**config.mk**
```make
export PLATFORM = sky130hd
export DESIGN_NAME = dmem_arbiter
export DESIGN_NICKNAME = d
export VERILOG_FILES = /design/src/rtl/dmem_arbiter_pkg.sv /design/src/rtl/dmem_arbiter_rr_arb2.sv /design/src/rtl/dmem_arbiter.sv
export SDC_FILE = /design/constraint.sdc
export NUM_CORES = 1
export LEC_CHECK = 0
export CORE_AREA = 2 2 117 119
export CTS_BUF_LIST = sky130_fd_sc_hd__clkbuf_4
export DETAILED_ROUTE_END_ITERATION = 12
export DIE_AREA = 0 0 119 121
export GPL_TIMING_DRIVEN = 1
export HOLD_SLACK_MARGIN = 0.15
export PLACE_DENSITY = 0.67
export SYNTH_ARGS = -nofsm -noshare
export SYNTH_HDL_FRONTEND = slang
export SYNTH_HIERARCHICAL = 1
export SYNTH_SLANG_ARGS = --single-unit
```
**constraint.sdc**
```tcl
create_clock -name clk -period 1.95 [get_ports clk]
set_clock_uncertainty 0.15 [all_clocks]
set_input_delay 0.195 -clock clk [delete_from_list [all_inputs] [get_ports clk]]
set_output_delay 0.195 -clock clk [all_outputs]
set_load 0.1 [all_outputs]
```
**src/rtl/dmem_arbiter_pkg.sv**
```systemverilog
// dmem_arbiter_pkg: shared depth default, lock FSM states and port indices for dmem_arbiter.
package dmem_pkg;
  localparam int DMEM_DEPTH = 256;
  localparam logic PORT_CORE = 1'b0;
  localparam logic PORT_AUX = 1'b1;
  typedef enum logic [1:0] {IDLE = 2'd0, OWN0 = 2'd1, OWN1 = 2'd2} arb_state_t;
  function automatic logic in_range(input logic [31:0] addr, input int depth);
    return {2'b00, addr[31:2]} < 32'(depth);
  endfunction
endpackage

```
**src/rtl/dmem_arbiter_rr_arb2.sv**
```systemverilog
// rr_arb2: two-request round-robin grant; last_q holds the most recent winner.
module rr_arb2
  import dmem_pkg::*;
(
  input  logic clk,
  input  logic rst,
  input  logic req0_i,
  input  logic req1_i,
  output logic gnt0_o,
  output logic gnt1_o
);
  logic last_q, last_d;
  always_comb begin
    gnt0_o = req0_i & (~req1_i | last_q);
    gnt1_o = req1_i & (~req0_i | ~last_q);
    last_d = gnt0_o ? PORT_CORE : gnt1_o ? PORT_AUX : last_q;
  end
  always_ff @(posedge clk) last_q <= rst ? PORT_AUX : last_d;
endmodule

```
**src/rtl/dmem_arbiter.sv**
```systemverilog
// dmem_arbiter: round-robin sharing of the data memory between core (port 0) and aux (port 1).
// Optional grant locking is enabled with DMEM_ARB_LOCK_EN.
module dmem_arbiter
  import dmem_pkg::*;
#(
  parameter int DEPTH = DMEM_DEPTH
) (
  input  logic        clk,
  input  logic        rst,
  input  logic        req0_i,
  input  logic        req1_i,
  input  logic        we0_i,
  input  logic        we1_i,
  input  logic [31:0] addr0_i,
  input  logic [31:0] addr1_i,
  input  logic [31:0] wdata0_i,
  input  logic [31:0] wdata1_i,
`ifdef DMEM_ARB_LOCK_EN
  input  logic        lock0_i,
  input  logic        lock1_i,
`endif
  output logic        gnt0_o,
  output logic        gnt1_o,
  output logic        rvalid0_o,
  output logic        rvalid1_o,
  output logic [31:0] rdata0_o,
  output logic [31:0] rdata1_o,
  output logic        err0_o,
  output logic        err1_o,
  output logic        mem_read_o,
  output logic        mem_write_o,
  output logic [31:0] mem_addr_o,
  output logic [31:0] mem_wdata_o,
  input  logic [31:0] mem_rdata_i
);
  arb_state_t state_q, state_d;
  logic lk0, lk1, own0, own1, m_req0, m_req1, any, sel, we, ok;
  logic [31:0] addr, wdata;
  logic rsp_valid_q, rsp_valid_d, rsp_port_q, rsp_port_d, rsp_err_q, rsp_err_d;
  logic [31:0] rsp_data_q, rsp_data_d;
  // Ownership is released as soon as the owner drops req or lock; that cycle arbitrates normally.
  always_comb begin
`ifdef DMEM_ARB_LOCK_EN
    lk0 = lock0_i;
    lk1 = lock1_i;
`else
    lk0 = 1'b0;
    lk1 = 1'b0;
`endif
    own0 = (state_q == OWN0) & req0_i & lk0;
    own1 = (state_q == OWN1) & req1_i & lk1;
    m_req0 = req0_i & ~rst & ~own1;
    m_req1 = req1_i & ~rst & ~own0;
  end
  rr_arb2 u_rr (
    .clk   (clk),
    .rst   (rst),
    .req0_i(m_req0),
    .req1_i(m_req1),
    .gnt0_o(gnt0_o),
    .gnt1_o(gnt1_o)
  );
  always_comb begin
    any = gnt0_o | gnt1_o;
    sel = gnt1_o;
    we = sel ? we1_i : we0_i;
    addr = any ? (sel ? addr1_i : addr0_i) : '0;
    wdata = any ? (sel ? wdata1_i : wdata0_i) : '0;
    ok = in_range(addr, DEPTH);
    mem_read_o = any & ~we & ok;
    mem_write_o = any & we & ok;
    mem_addr_o = addr;
    mem_wdata_o = wdata;
    rsp_valid_d = any;
    rsp_port_d = sel;
    rsp_err_d = any & ~ok;
    rsp_data_d = mem_read_o ? mem_rdata_i : '0;
    state_d = (gnt0_o & lk0) ? OWN0 : (gnt1_o & lk1) ? OWN1 : IDLE;
    rvalid0_o = rsp_valid_q & (rsp_port_q == PORT_CORE) & ~rst;
    rvalid1_o = rsp_valid_q & (rsp_port_q == PORT_AUX) & ~rst;
    rdata0_o = rvalid0_o ? rsp_data_q : '0;
    rdata1_o = rvalid1_o ? rsp_data_q : '0;
    err0_o = rvalid0_o & rsp_err_q;
    err1_o = rvalid1_o & rsp_err_q;
  end
  always_ff @(posedge clk) begin
    if (rst) begin
      state_q <= IDLE;
      rsp_valid_q <= 1'b0;
      rsp_port_q <= PORT_CORE;
      rsp_err_q <= 1'b0;
      rsp_data_q <= '0;
    end else begin
      state_q <= state_d;
      rsp_valid_q <= rsp_valid_d;
      rsp_port_q <= rsp_port_d;
      rsp_err_q <= rsp_err_d;
      rsp_data_q <= rsp_data_d;
    end
  end
endmodule

```
# ---- Word-level counts from Yosys, hierarchy flattened
# Index checks and enable logic that the tools add are counted.
# Widths: inputs -> output; s select.
dict set report totals {
  regBits 36
  latchBits 0
  mem_bits_rw 0
  romBits 0
  input_bits 166
  n_memories 0
}
dict set report op_classes {
  n_addsub 0
  mul 0
  div 0
  order_cmp 1
  n_eq_ne 0
  shifts 0
  n_mux 9
  bitwise 26
  reduce_logical 2
}
# op count
set op_table {}
lappend op_table {{$mux 32} 6}
lappend op_table {{$lt 30x9->1 const B} 1}
lappend op_table {{$and 1x1->1} 15}
lappend op_table {{$not 1->1} 8}
lappend op_table {{$mux 1} 3}
lappend op_table {{$or 1x1->1} 3}
lappend op_table {{$reduce_bool 2->1} 1}
lappend op_table {{$reduce_or 2->1} 1}

# ---- Longest topological paths before layout
# Gate-level depths: netlist of run 1.
dict set report depth {
  depth_word 11
  ltp_mapped 9
  ltp_nobuf 7
}

# ---- Modules after synthesis
# The synthesis of run 1 kept the hierarchy.
# module instances cells_each area_per_inst_um2 seq_area_each_um2
set modules_own_cells {}
lappend modules_own_cells {dmem_arbiter 1 391 2592.5 700.7}
lappend modules_own_cells {rr_arb2 1 7 55.1 20.0}

# ---- Worst setup path before layout of run 1
# Ideal clock, no wire load.
dict set report synth_timing {
  kind {input port to output port}
  from {input port req0_i}
  to {output port mem_addr_o[0]}
  arrival_ns 5.590
  setup_slack_ns -3.985
  cell_stages 6
  cell_sequence {nor2b_1 > a21boi_0 > buf_2 > clkbuf_1 > nand2_1 > o21ai_0}
}
dict set report synth_between {
  word_cells_on_any_way 8
}
# item line
set synth_rtl {}
lappend synth_rtl {{start: declaration} dmem_arbiter.sv:10} ;# input logic req0_i,
lappend synth_rtl {{$and 1x1->1} dmem_arbiter.sv:52} ;# m_req0 = req0_i & ~rst & ~own1;
lappend synth_rtl {{$and 1x1->1} dmem_arbiter_rr_arb2.sv:14} ;# gnt0_o = req0_i & (~req1_i | last_q);
lappend synth_rtl {{via gnt0_o} dmem_arbiter.sv:22} ;# output logic gnt0_o,
lappend synth_rtl {{$or 1x1->1} dmem_arbiter.sv:64} ;# any = gnt0_o | gnt1_o;
lappend synth_rtl {{$mux 32} dmem_arbiter.sv:67} ;# addr = any ? (sel ? addr1_i : addr0_i) : '0;
lappend synth_rtl {{end: declaration} dmem_arbiter.sv:32} ;# output logic [31:0] mem_addr_o,
# The timed path passes the listed nets, and every way through them passes these cells.

# ---- Worst setup path after layout of run 1
dict set report layout_timing {
  from {input port addr0_i[17]}
  to {output port mem_read_o}
}
dict set report layout_between {
  elab_chain_cells 4
}
# item line
set layout_rtl {}
lappend layout_rtl {{start: declaration} dmem_arbiter.sv:14} ;# input logic [31:0] addr0_i,
lappend layout_rtl {{$mux 32 (2 in a row)} dmem_arbiter.sv:67}
lappend layout_rtl {{$lt 30x9->1} dmem_arbiter_pkg.sv:8} ;# return {2'b00, addr[31:2]} < 32'(depth);
lappend layout_rtl {{$and 1x1->1} dmem_arbiter.sv:70} ;# mem_read_o = any & ~we & ok;
lappend layout_rtl {{end: declaration} dmem_arbiter.sv:30} ;# output logic mem_read_o,
# No other way between the ends.

==> run metrics, run 1 <==
Synth Area in Simple Gates=51.2%; Clk pin slew, worst setup/hold paths=0.10 ns; failing checks=negative setup slack; predominant post-synthesis flop cell=dfxtp_1; H-tree levels=2; Syn Inst Count=398; fmax=0.457 GHz; top layer in use=met4; Routed Antenna Nets=0; DR WL/cell=19.1 um; CP Max Fanout=2; I/O Pins=302; final setup vio count=106; hold violation total from the final report=0; Syn Area/Cell=6.65 um2; CP endpoint=mem_read_o; first-pass GRT wire length=25,000 um; fin worst setup slack=-0.240 ns; Clock Path Buffers=2; Worst-Margin Slew=0.372 ns; initial antenna violation count=4; clock latency on the worst-skew pair=0.34 ns; GRT Residual Overflow=0; Num CTS Buffers=5; largest net degree at the start of global routing=35; Post-Synth XOR/XNOR Area=0%; status=finished with violations; MaxCap Viol Count=0; CP arrival=1.85 ns; # DRC=0; Post-Syn Nets=564; class of the worst hold path=in2reg; post-synth cell types=31; startpoint types=input pin; DR WL met3=1420 um; FP Rows=42; largest family of logic cells by synthesized area=simple AND/OR/NAND/NOR gates; Slew Limit Fails=0; Starting DRT DRC Count=100; CTS tree=built; Routed met1 length=5910 um; WP data required=1.60 ns; total core area=13,100 um2; Mapped Area=2650 um2; # clock sinks=36; die span in y=121 um; root buffer cell=clkbuf_4; P per Cell Area=372 nW/um2; sequential fraction of the synthesis area=27.2%; Total GRT Usage=22.3%; hold_buf cts=0; Worst R2R Start=u_rr/last_q; Worst R2R Setup Slack=-0.15 ns; Post-Synth Adder-Cell Area=0%; RSZ-0062 raised after global routing=true; Tmin final=2.19 ns; Final Cycle Share=112%; Critical Path Sink Type=primary output; Post-synth ARST share=0%; reg2reg end=rsp_data_q[14]; final RePlAce weighted congestion=0.960; vias in the first global route=4,475; final core occ=71.5%; Initial Utilization=20.2%; design area=9360 um2; Slew headroom=74.9%; Initial DRT Pass Iterations=4; P_leak=3.69 nW; via density per instance=4.59; Final nets=914; Synth Area in Compound Gates=15.5%; area of the die=14,400 um2; DR vias=4,261; Die X=119 um; WL final=17,700 um; Setup CP Type=in2out; Synth Register Bits=36; YS warnings=6; share of cells above drive strength 1=54.1%; hpwl dp=13,000 um; peak supply drop=0.277 mV; worst slack, placed=-0.488 ns; Syn-to-layout area delta=253%; Post-DP Area=8320 um2; DR WL met2=10,200 um; cells on worst reg2reg path=10; post-synthesis mux area share=0.378%; EDFF count, synth=0; crit path from=addr0_i[17]; IO buf count=301
kinds of logic after synthesis:
logic type,after synthesis
and+or+nand+nor,257
buffers and inverters,33
AOI/OAI and AO/OA,71
muxes,1
DFF,36
area by class of cell:
class / instances / area [um2]
repair buffers: 374 / 5460
flip-flops and latches: 36 / 724
diodes: 4 / 10.0
clock buffers: 5 / 37.5
inverters: 2 / 7.51
clock inverters: 3 / 37.5
well taps: 176 / 220
multi-input cells: 329 / 2860
fillers: 834 / 3730
registers in the layout (all words and copies together) (netlist names):
signal       flops
rsp_valid_q      1
rsp_port_q       1
u_rr/last_q      1
rsp_err_q        1
rsp_data_q      32
placed cells by master (no fill, tap or decap), types with 3 or more instances in the layout:
| cell | synthesis | final |
|---|---|---|
| and2_1 | 99 | 57 |
| and2_2 | 0 | 20 |
| and2_4 | 0 | 22 |
| buf_12 | 0 | 148 |
| buf_16 | 0 | 11 |
| buf_4 | 0 | 33 |
| buf_6 | 3 | 7 |
| buf_8 | 0 | 3 |
| clkbuf_16 | 0 | 7 |
| clkbuf_4 | 0 | 5 |
| clkdlybuf4s50_1 | 0 | 146 |
| dfxtp_1 | 36 | 33 |
| dfxtp_2 | 0 | 3 |
| diode_2 | 0 | 4 |
| dlygate4sd2_1 | 0 | 14 |
| dlymetal6s2s_1 | 0 | 5 |
| nand2_1 | 127 | 70 |
| nand2_2 | 0 | 50 |
| nand2_4 | 0 | 7 |
| nor2_1 | 7 | 6 |
| nor2b_4 | 0 | 3 |
| nor4_2 | 6 | 4 |
| nor4_4 | 3 | 6 |
| o21ai_4 | 0 | 62 |
per-layer routing:
layer | global-route usage, % | vias to the layer above
met5 | 0 | -
met4 | 7.07 | 0
met3 | 7.47 | 14
met2 | 43.8 | 203
met1 | 21.9 | 2050
li1 | - | 1994
Yosys cell counts, drive strengths merged, types with 2 or more instances:
cell type / n / area share, %
dfxtp: 36 / 27
nor4: 10 / 5.5
a22o: 2 / 0.66
a41oi: 2 / 0.95
nand4: 2 / 0.47
nand2b: 2 / 0.47
clkbuf: 25 / 3.5
inv: 2 / 0.28
and2: 99 / 23
nor2: 7 / 0.99
o21ai: 62 / 12
nor2b: 3 / 0.71
nand2: 127 / 18
buf: 6 / 1.8
nand3: 2 / 0.38
metrics by stage:
| step | setup TNS (ns) | hold slack (ns) | instances | total power, mW |
|---|---|---|---|---|
| 4_1_cts | -13.56 | 0.226 | 911 | 3.43 |
| 2_1_floorplan | -44.36 | 0.112 | 398 | 1.84 |
| 6_report | -14.03 | 0.235 | 929 | 3.48 |
| 3_5_place_dp | -47.19 | 0.360 | 882 | 2.76 |
| 5_1_grt | -22.39 | 0.244 | 929 | 3.59 |
| 3_3_place_gp | -43.41 | 0.367 | 882 | 2.75 |
worst max-delay path, stage by stage:
cell             delay [ns]
clkdlybuf4s50_1        0.48
nor4_4                 0.28
buf_4                  0.18
nand4_1                0.14
o22a_4                 0.25
nor2b_4                0.14
buf_12                 0.18
worst min path at each step:
| stage | startpoint | to | slack [ns] | cells after the start |
|---|---|---|---|---|
| global placement | u_rr/last_q | u_rr/last_q | 0.37 | 2 |
| floorplan | rst | rsp_port_q | 0.11 | 1 |
| detailed placement | u_rr/last_q | u_rr/last_q | 0.36 | 2 |
| global route | req0_i | u_rr/last_q | 0.24 | 4 |
| finish | req0_i | u_rr/last_q | 0.23 | 4 |
| CTS | req0_i | u_rr/last_q | 0.23 | 4 |
repair_timing:
item | 4_1_cts | 5_1_grt
buffers inserted | 11 | 9
endpoints found under the setup margin | 165 | 107
resized for setup | 100 | 37
gates cloned | 10 | 9
pin swaps | 29 | 24
report_power, final:
group	internal, mW	total [mW]	switching [mW]
Clock	0.262	0.511	0.250
Combinational	0.976	2.22	1.25
Sequential	0.741	0.745	0.00427
Total	1.98	3.48	1.50
No activity file was read; power rests on OpenSTA's default activity.
==> run 2: changes to the inputs <==
--- a/config.mk
+++ b/config.mk
@@ -6,7 +6,7 @@
 export NUM_CORES = 1
 export LEC_CHECK = 0
 export CORE_AREA = 2 2 117 119
-export CTS_BUF_LIST = sky130_fd_sc_hd__clkbuf_4
+export CTS_BUF_LIST = sky130_fd_sc_hd__clkbuf_8
 export DETAILED_ROUTE_END_ITERATION = 12
 export DIE_AREA = 0 0 119 121
 export GPL_TIMING_DRIVEN = 1
==> run metrics, run 2 (synthesized netlist as in run 1, its figures left out) <==
Syn-to-layout area delta=267% (was 253%); failing checks=negative setup slack (unchanged); DR WL/cell=19.4 um (was 19.1 um); status=finished with violations (unchanged); WL final=18,000 um (was 17,700 um); critical path's top delay family=buffers and inverters (unchanged); Pwr Total=3.77 mW (was 3.48 mW); hold violation total from the final report=0 (unchanged); WP data required=1.60 ns (about the same); worst-path cell chain=clkdlybuf4s50_1 -> nor4_4 -> buf_4 -> nand4_1 -> o22a_4 -> nor2b_4 -> buf_12 (unchanged); fin worst setup slack=-0.211 ns (was -0.240 ns); peak supply drop=0.286 mV (was 0.277 mV); DR vias=4,283 (was 4,261); Final Non-Filler Cells=931 (was 929); Initial Utilization=20.2% (unchanged); Final Cycle Share=111% (was 112%); FP Rows=42 (unchanged); Clock Path Buffers=2 (unchanged); Starting DRT DRC Count=125 (was 100); commonest non-fill, non-tap cell in the layout=buf_12 (unchanged); first-pass GRT wire length=26,000 um (was 25,000 um); Post-DP Area=8320 um2 (unchanged); setup TNS=-11.45 ns (was -14.03 ns); final RePlAce weighted congestion=0.960 (unchanged); DP Cell Count=882 (unchanged); Setup CP Type=in2out (unchanged); final setup vio count=98 (was 106); GRT busiest layer=met2 (unchanged); P_leak=3.92 nW (was 3.69 nW); GRT Residual Overflow=0 (unchanged); class of the worst hold path=in2reg (unchanged); M1 GR Usage=23.1% (was 21.9%); vias in the first global route=4,592 (was 4,475); share of cells above drive strength 1=57.5% (was 54.1%); max reg flops=32 (unchanged); Total GRT Usage=23.2% (was 22.3%); hold_buf cts=0 (unchanged); largest net degree at the start of global routing=35 (unchanged); MaxCap Viol Count=0 (unchanged); Slew Limit Fails=0 (unchanged); Num CTS Buffers=5 (unchanged); I/O Pins=302 (unchanged); design area=9710 um2 (was 9360 um2); Buf/Inv on CP=3 (unchanged); clock latency on the worst-skew pair=0.28 ns (was 0.34 ns); via density per instance=4.60 (was 4.59); P per Cell Area=388 nW/um2 (was 372 nW/um2); met2 usage=45.9% (was 43.8%); GR Util met3=7.19% (was 7.47%); # DRC=0 (unchanged); total core area=13,100 um2 (unchanged); Slew headroom=77.9% (was 74.9%); die span in y=121 um (unchanged); Top reg by flops=rsp_data_q (unchanged); Initial DRT Pass Iterations=4 (unchanged); fmax=0.463 GHz (was 0.457 GHz); slowest cell on the critical path=clkdlybuf4s50_1 (unchanged); CP Max Fanout=2 (unchanged); hpwl dp=13,000 um (unchanged); highest-count cells in the layout ignoring fill and taps=buf_12, clkdlybuf4s50_1, o21ai_4, and2_1, nand2_1 (was buf_12, clkdlybuf4s50_1, nand2_1, o21ai_4, and2_1); CP max stage delay=0.48 ns (about the same); Critical Path Sink Type=primary output (unchanged); initial antenna violation count=2 (was 4); final core occ=74.2% (was 71.5%); Worst R2R Setup Slack=-0.15 ns (about the same); area of the die=14,400 um2 (unchanged); Final nets=918 (was 914); root buffer cell=clkbuf_8 (was clkbuf_4); RSZ-0062 raised after global routing=true (unchanged); Routed Antenna Nets=0 (unchanged); Die X=119 um (unchanged); Tmin final=2.16 ns (was 2.19 ns); IO buf count=301 (unchanged); H-tree levels=2 (unchanged); CTS tree=built (unchanged); # clock sinks=36 (unchanged); CP arrival=1.82 ns (was 1.85 ns); Worst-Margin Slew=0.331 ns (was 0.372 ns); startpoint types=input pin (unchanged); Clk pin slew, worst setup/hold paths=0.07 ns (was 0.10 ns)
## run 2: area by class of cell
type,instances,area (um2)
multi-input cells,329,3060
diodes,2,5.00
well taps,176,220
clock buffers,7,96.3
repair buffers,378,5570
flip-flops and latches,36,722
inverters,2,7.51
clock inverters,1,30.0
fillers,764,3370
## run 2: report_power, final
part	leakage [nW]	internal [mW]	switching, mW
combinational	3.56	1.03	1.29
sequential	0.290	0.741	0.00363
clock	0.0645	0.451	0.255
## run 2: worst paths after layout
check	end	startpoint	cells after the start
max reg2reg	rsp_data_q[18]	u_rr/last_q	9
min	u_rr/last_q	rst	4
min reg2reg	u_rr/last_q	u_rr/last_q	2
max	mem_read_o	addr0_i[30]	7
## run 2: what timing repair did
item / CTS / global route
gates cloned: 16 / 6
hold endpoints to repair: 0 / 0
resized for setup: 119 / 96
setup buffers: 14 / 9
pin swaps: 43 / 61
endpoints found under the setup margin: 165 / 98
## run 2: stage by stage
stage	hold WS (ns)	setup WS, ns
5_1_grt	0.269	-0.289
3_3_place_gp	0.367	-0.451
6_report	0.256	-0.211
4_1_cts	0.241	-0.204
3_5_place_dp	0.360	-0.488
2_1_floorplan	0.112	-0.588
## run 2: metal layers
metal  routed length [um]  vias to the layer above
met3                 1510                       28
met1                 6070                     2037
met4                  431                        0
met2                10000                      218
met5                    0                        -
li1                     -                     2000
## run 2: worst register-to-register path, cell delays in order, from the launching register on
cell and delay [ns]:
dfxtp_2 0.35, nand2_2 0.06, and2_4 0.19, and2b_1 0.23, nand3_2 0.10, buf_6 0.14, a2111oi_4 0.35, buf_4 0.21
buf_12 0.13, and2_1 0.13
==> run 3: changes to the inputs <==
--- a/config.mk
+++ b/config.mk
@@ -5,14 +5,13 @@
 export SDC_FILE = /design/constraint.sdc
 export NUM_CORES = 1
 export LEC_CHECK = 0
-export CORE_AREA = 2 2 117 119
+export CORE_AREA = 2 2 118 120
 export CTS_BUF_LIST = sky130_fd_sc_hd__clkbuf_8
 export DETAILED_ROUTE_END_ITERATION = 12
-export DIE_AREA = 0 0 119 121
+export DIE_AREA = 0 0 120 122
 export GPL_TIMING_DRIVEN = 1
 export HOLD_SLACK_MARGIN = 0.15
-export PLACE_DENSITY = 0.67
+export PLACE_DENSITY = 0.7
 export SYNTH_ARGS = -nofsm -noshare
 export SYNTH_HDL_FRONTEND = slang
-export SYNTH_HIERARCHICAL = 1
 export SYNTH_SLANG_ARGS = --single-unit
==> run metrics, run 3 <==
leading post-synthesis cells by cell area=dfxtp_1, nand2_1, and2_1, nor4_2, a21oi_1 (was dfxtp_1, and2_1, nand2_1, o21ai_0, clkbuf_1); status=finished with violations (unchanged); cell with the most instances after synthesis=nand2_1 (unchanged); most frequent cells after synthesis=nand2_1, and2_1, a21oi_1, dfxtp_1, nor4_2 (was nand2_1, and2_1, o21ai_0, dfxtp_1, clkbuf_1); # clock sinks=36 (unchanged); Buf/Inv on CP=1 (was 3); vias in the first global route=4,930 (was 4,592); predominant post-synthesis flop cell=dfxtp_1 (unchanged); CP max stage delay=0.52 ns (was 0.48 ns); Syn-to-layout area delta=227% (was 267%); Clk pin slew, worst setup/hold paths=0.07 ns (about the same); I/O Pins=302 (unchanged); Die X=120 um (was 119 um); Post-synth ARST share=0% (unchanged); Num CTS Buffers=5 (unchanged); Initial DRT Pass Iterations=4 (unchanged); fin worst setup slack=-0.725 ns (was -0.211 ns); Yosys top cell area share=23.6% (was 27.2%); YS warnings=0 (was 6); via density per instance=4.76 (was 4.60); fill cell count=847 (was 764); Clock Path Buffers=2 (unchanged); Slew Limit Fails=0 (unchanged); Syn Area/Cell=7.09 um2 (was 6.65 um2); Power Internal=2.18 mW (was 2.22 mW); first-pass GRT wire length=25,500 um (was 26,000 um); max reg flops=32 (unchanged); hold_buf cts=0 (unchanged); Slew headroom=59.2% (was 77.9%); Total GRT Usage=21.9% (was 23.2%); Initial Utilization=22.6% (was 20.2%); Post-Syn Nets=597 (was 564); initial antenna violation count=0 (was 2); critical path's top delay family=compound AO/OA/AOI/OAI gates (was buffers and inverters); Tmin final=2.67 ns (was 2.16 ns); Reg power frac=19.4% (was 19.7%); commonest non-fill, non-tap cell in the layout=clkdlybuf4s50_1 (was buf_12); P_leak=3.93 nW (was 3.92 nW); CTS tree=built (unchanged); Critical Path Sink Type=primary output (unchanged); clock latency on the worst-skew pair=0.28 ns (about the same); EDFF count, synth=0 (unchanged); GRT Residual Overflow=0 (unchanged); Fin Hold WS=0.318 ns (was 0.256 ns); hpwl dp=13,100 um (was 13,000 um); CP Max Fanout=5 (was 2); P per Cell Area=384 nW/um2 (was 388 nW/um2); Gate power share=65.7% (was 61.5%); Starting DRT DRC Count=110 (was 125); Pwr Total=3.84 mW (was 3.77 mW); Final Cycle Share=137% (was 111%); IO buf count=301 (unchanged); setup TNS=-34.30 ns (was -11.45 ns); CP arrival=2.33 ns (was 1.82 ns); area of the multi-input gates=3310 um2 (was 3060 um2); Setup CP Type=reg2out (was in2out); root buffer cell=clkbuf_8 (unchanged); Synth Register Bits=36 (unchanged); worst-path cell chain=nand2b_4 -> a32o_2 -> o21a_1 -> a2111o_2 -> nor4_4 -> buf_12 (was clkdlybuf4s50_1 -> nor4_4 -> buf_4 -> nand4_1 -> o22a_4 -> nor2b_4 -> buf_12); Yosys top cell by area=dfxtp_1 (unchanged); Net Sw Frac=43.3% (was 41.1%); DP Cell Count=928 (was 882); area of the die=14,600 um2 (was 14,400 um2); Mapped Area=3060 um2 (was 2650 um2); MaxCap Viol Count=0 (unchanged); fmax=0.374 GHz (was 0.463 GHz); Antenna Cells=0 (was 2); failing checks=negative setup slack (unchanged); highest-count cells in the layout ignoring fill and taps=clkdlybuf4s50_1, buf_12, nand2_1, a21oi_4, buf_4 (was buf_12, clkdlybuf4s50_1, o21ai_4, and2_1, nand2_1); final core occ=74.1% (was 74.2%); WP data required=1.60 ns (about the same); clock group share of total power=14.9% (was 18.7%); final RePlAce weighted congestion=0.972 (was 0.960); Final nets=951 (was 918); sequential fraction of the synthesis area=23.6% (was 27.2%); RSZ-0062 raised after global routing=true (unchanged); # DRC=0 (unchanged); Top reg by flops=rsp_data_q (unchanged); final setup vio count=93 (was 98); WL final=17,500 um (was 18,000 um); slowest cell on the critical path=a2111o_2 (was clkdlybuf4s50_1); DR vias=4,592 (was 4,283); Register Area=724 um2 (was 722 um2); class of the worst hold path=in2reg (unchanged); Routed Antenna Nets=0 (unchanged); startpoint types=register (was input pin); Final Non-Filler Cells=965 (was 931); P_sw=1.67 mW (was 1.55 mW); FP Rows=43 (was 42); Worst-Margin Slew=0.612 ns (was 0.331 ns); post-synth cell types=36 (was 31); peak supply drop=0.240 mV (was 0.286 mV); DR WL/cell=18.2 um (was 19.4 um); hold violation total from the final report=0 (unchanged); H-tree levels=2 (unchanged); largest net degree at the start of global routing=35 (unchanged); share of cells above drive strength 1=57.3% (was 57.5%); die span in y=122 um (was 121 um); Syn Inst Count=431 (was 398); total core area=13,500 um2 (was 13,100 um2)
## run 3: changes by cell type after synthesis, moves of 5 or more
cell and change:
o21ai_0 -61, a21oi_1 +42, and2_1 -28, nor4_2 +23
nor2b_1 +15, a32oi_1 +13, inv_1 +10, nand2_1 -8
nand2b_1 +6, buf_2 +5
## run 3: layer usage
layer  GRT usage (%)  part of all wire, %  routed length, um  vias up
met2            42.9                   56               9760      212
met3            5.66                  7.1               1250       38
met5               0                    0                  0        -
li1                -                    -                  -     2161
met1            21.4                   33               5820     2181
met4            10.1                  3.9                690        0
## run 3: worst min-delay path, cell delays in order
cell and delay [ns]:
clkdlybuf4s50_1 0.40, nand2_1 0.07, nor4_2 0.04
## run 3: layout make-up
type | instances | share of cell area, %
well taps | 180 | 2.25
inverters | 14 | 0.776
multi-input cells | 340 | 33.1
repair buffers | 388 | 55.6
flip-flops and latches | 36 | 7.24
clock buffers | 7 | 0.963
## run 3: worst paths after layout
kind	from	end	slack [ns]	cells past startpoint
hold reg to reg	u_rr.last_q	u_rr.last_q	0.52	3
setup / recovery	u_rr.last_q	mem_read_o	-0.72	6
hold / removal	mem_rdata_i[25]	rsp_data_q[25]	0.32	3
setup reg to reg	u_rr.last_q	rsp_data_q[5]	-0.60	9
## run 3: logic make-up (layout without fill, tap and decap cells)
family          after synthesis  after routing  synth area share (%)
compound gates               74             74                  16.4
flops                        36             36                  23.6
buf+inv                      56            409                  9.37
simple gates                264            265                  50.3
mux                           1              1                 0.368
## run 3: timing repair
action,4_1_cts,5_1_grt
resized for setup,75,69
buffers inserted,9,11
cloned,7,6
setup endpoints to repair,168,130
endpoints found under the hold margin,0,0
pin swaps,48,13
## run 3: through the flow
| stage | worst slack (ns) | area (um2) |
|---|---|---|
| floorplan | -1.18 | 4080 |
| global placement | -0.855 | 8900 |
| detailed placement | -0.950 | 8900 |
| CTS | -0.692 | 9560 |
| global route | -0.780 | 10000 |
| finish | -0.725 | 10000 |
## run 3: power by group through the flow
stage	logic (mW)	registers [mW]	clock network [mW]
after floorplan	1.27	0.763	0
after global placement	2.17	0.763	0
after detailed placement	2.20	0.764	0
after CTS	2.42	0.747	0.578
after global routing	2.62	0.747	0.600
final	2.52	0.747	0.572
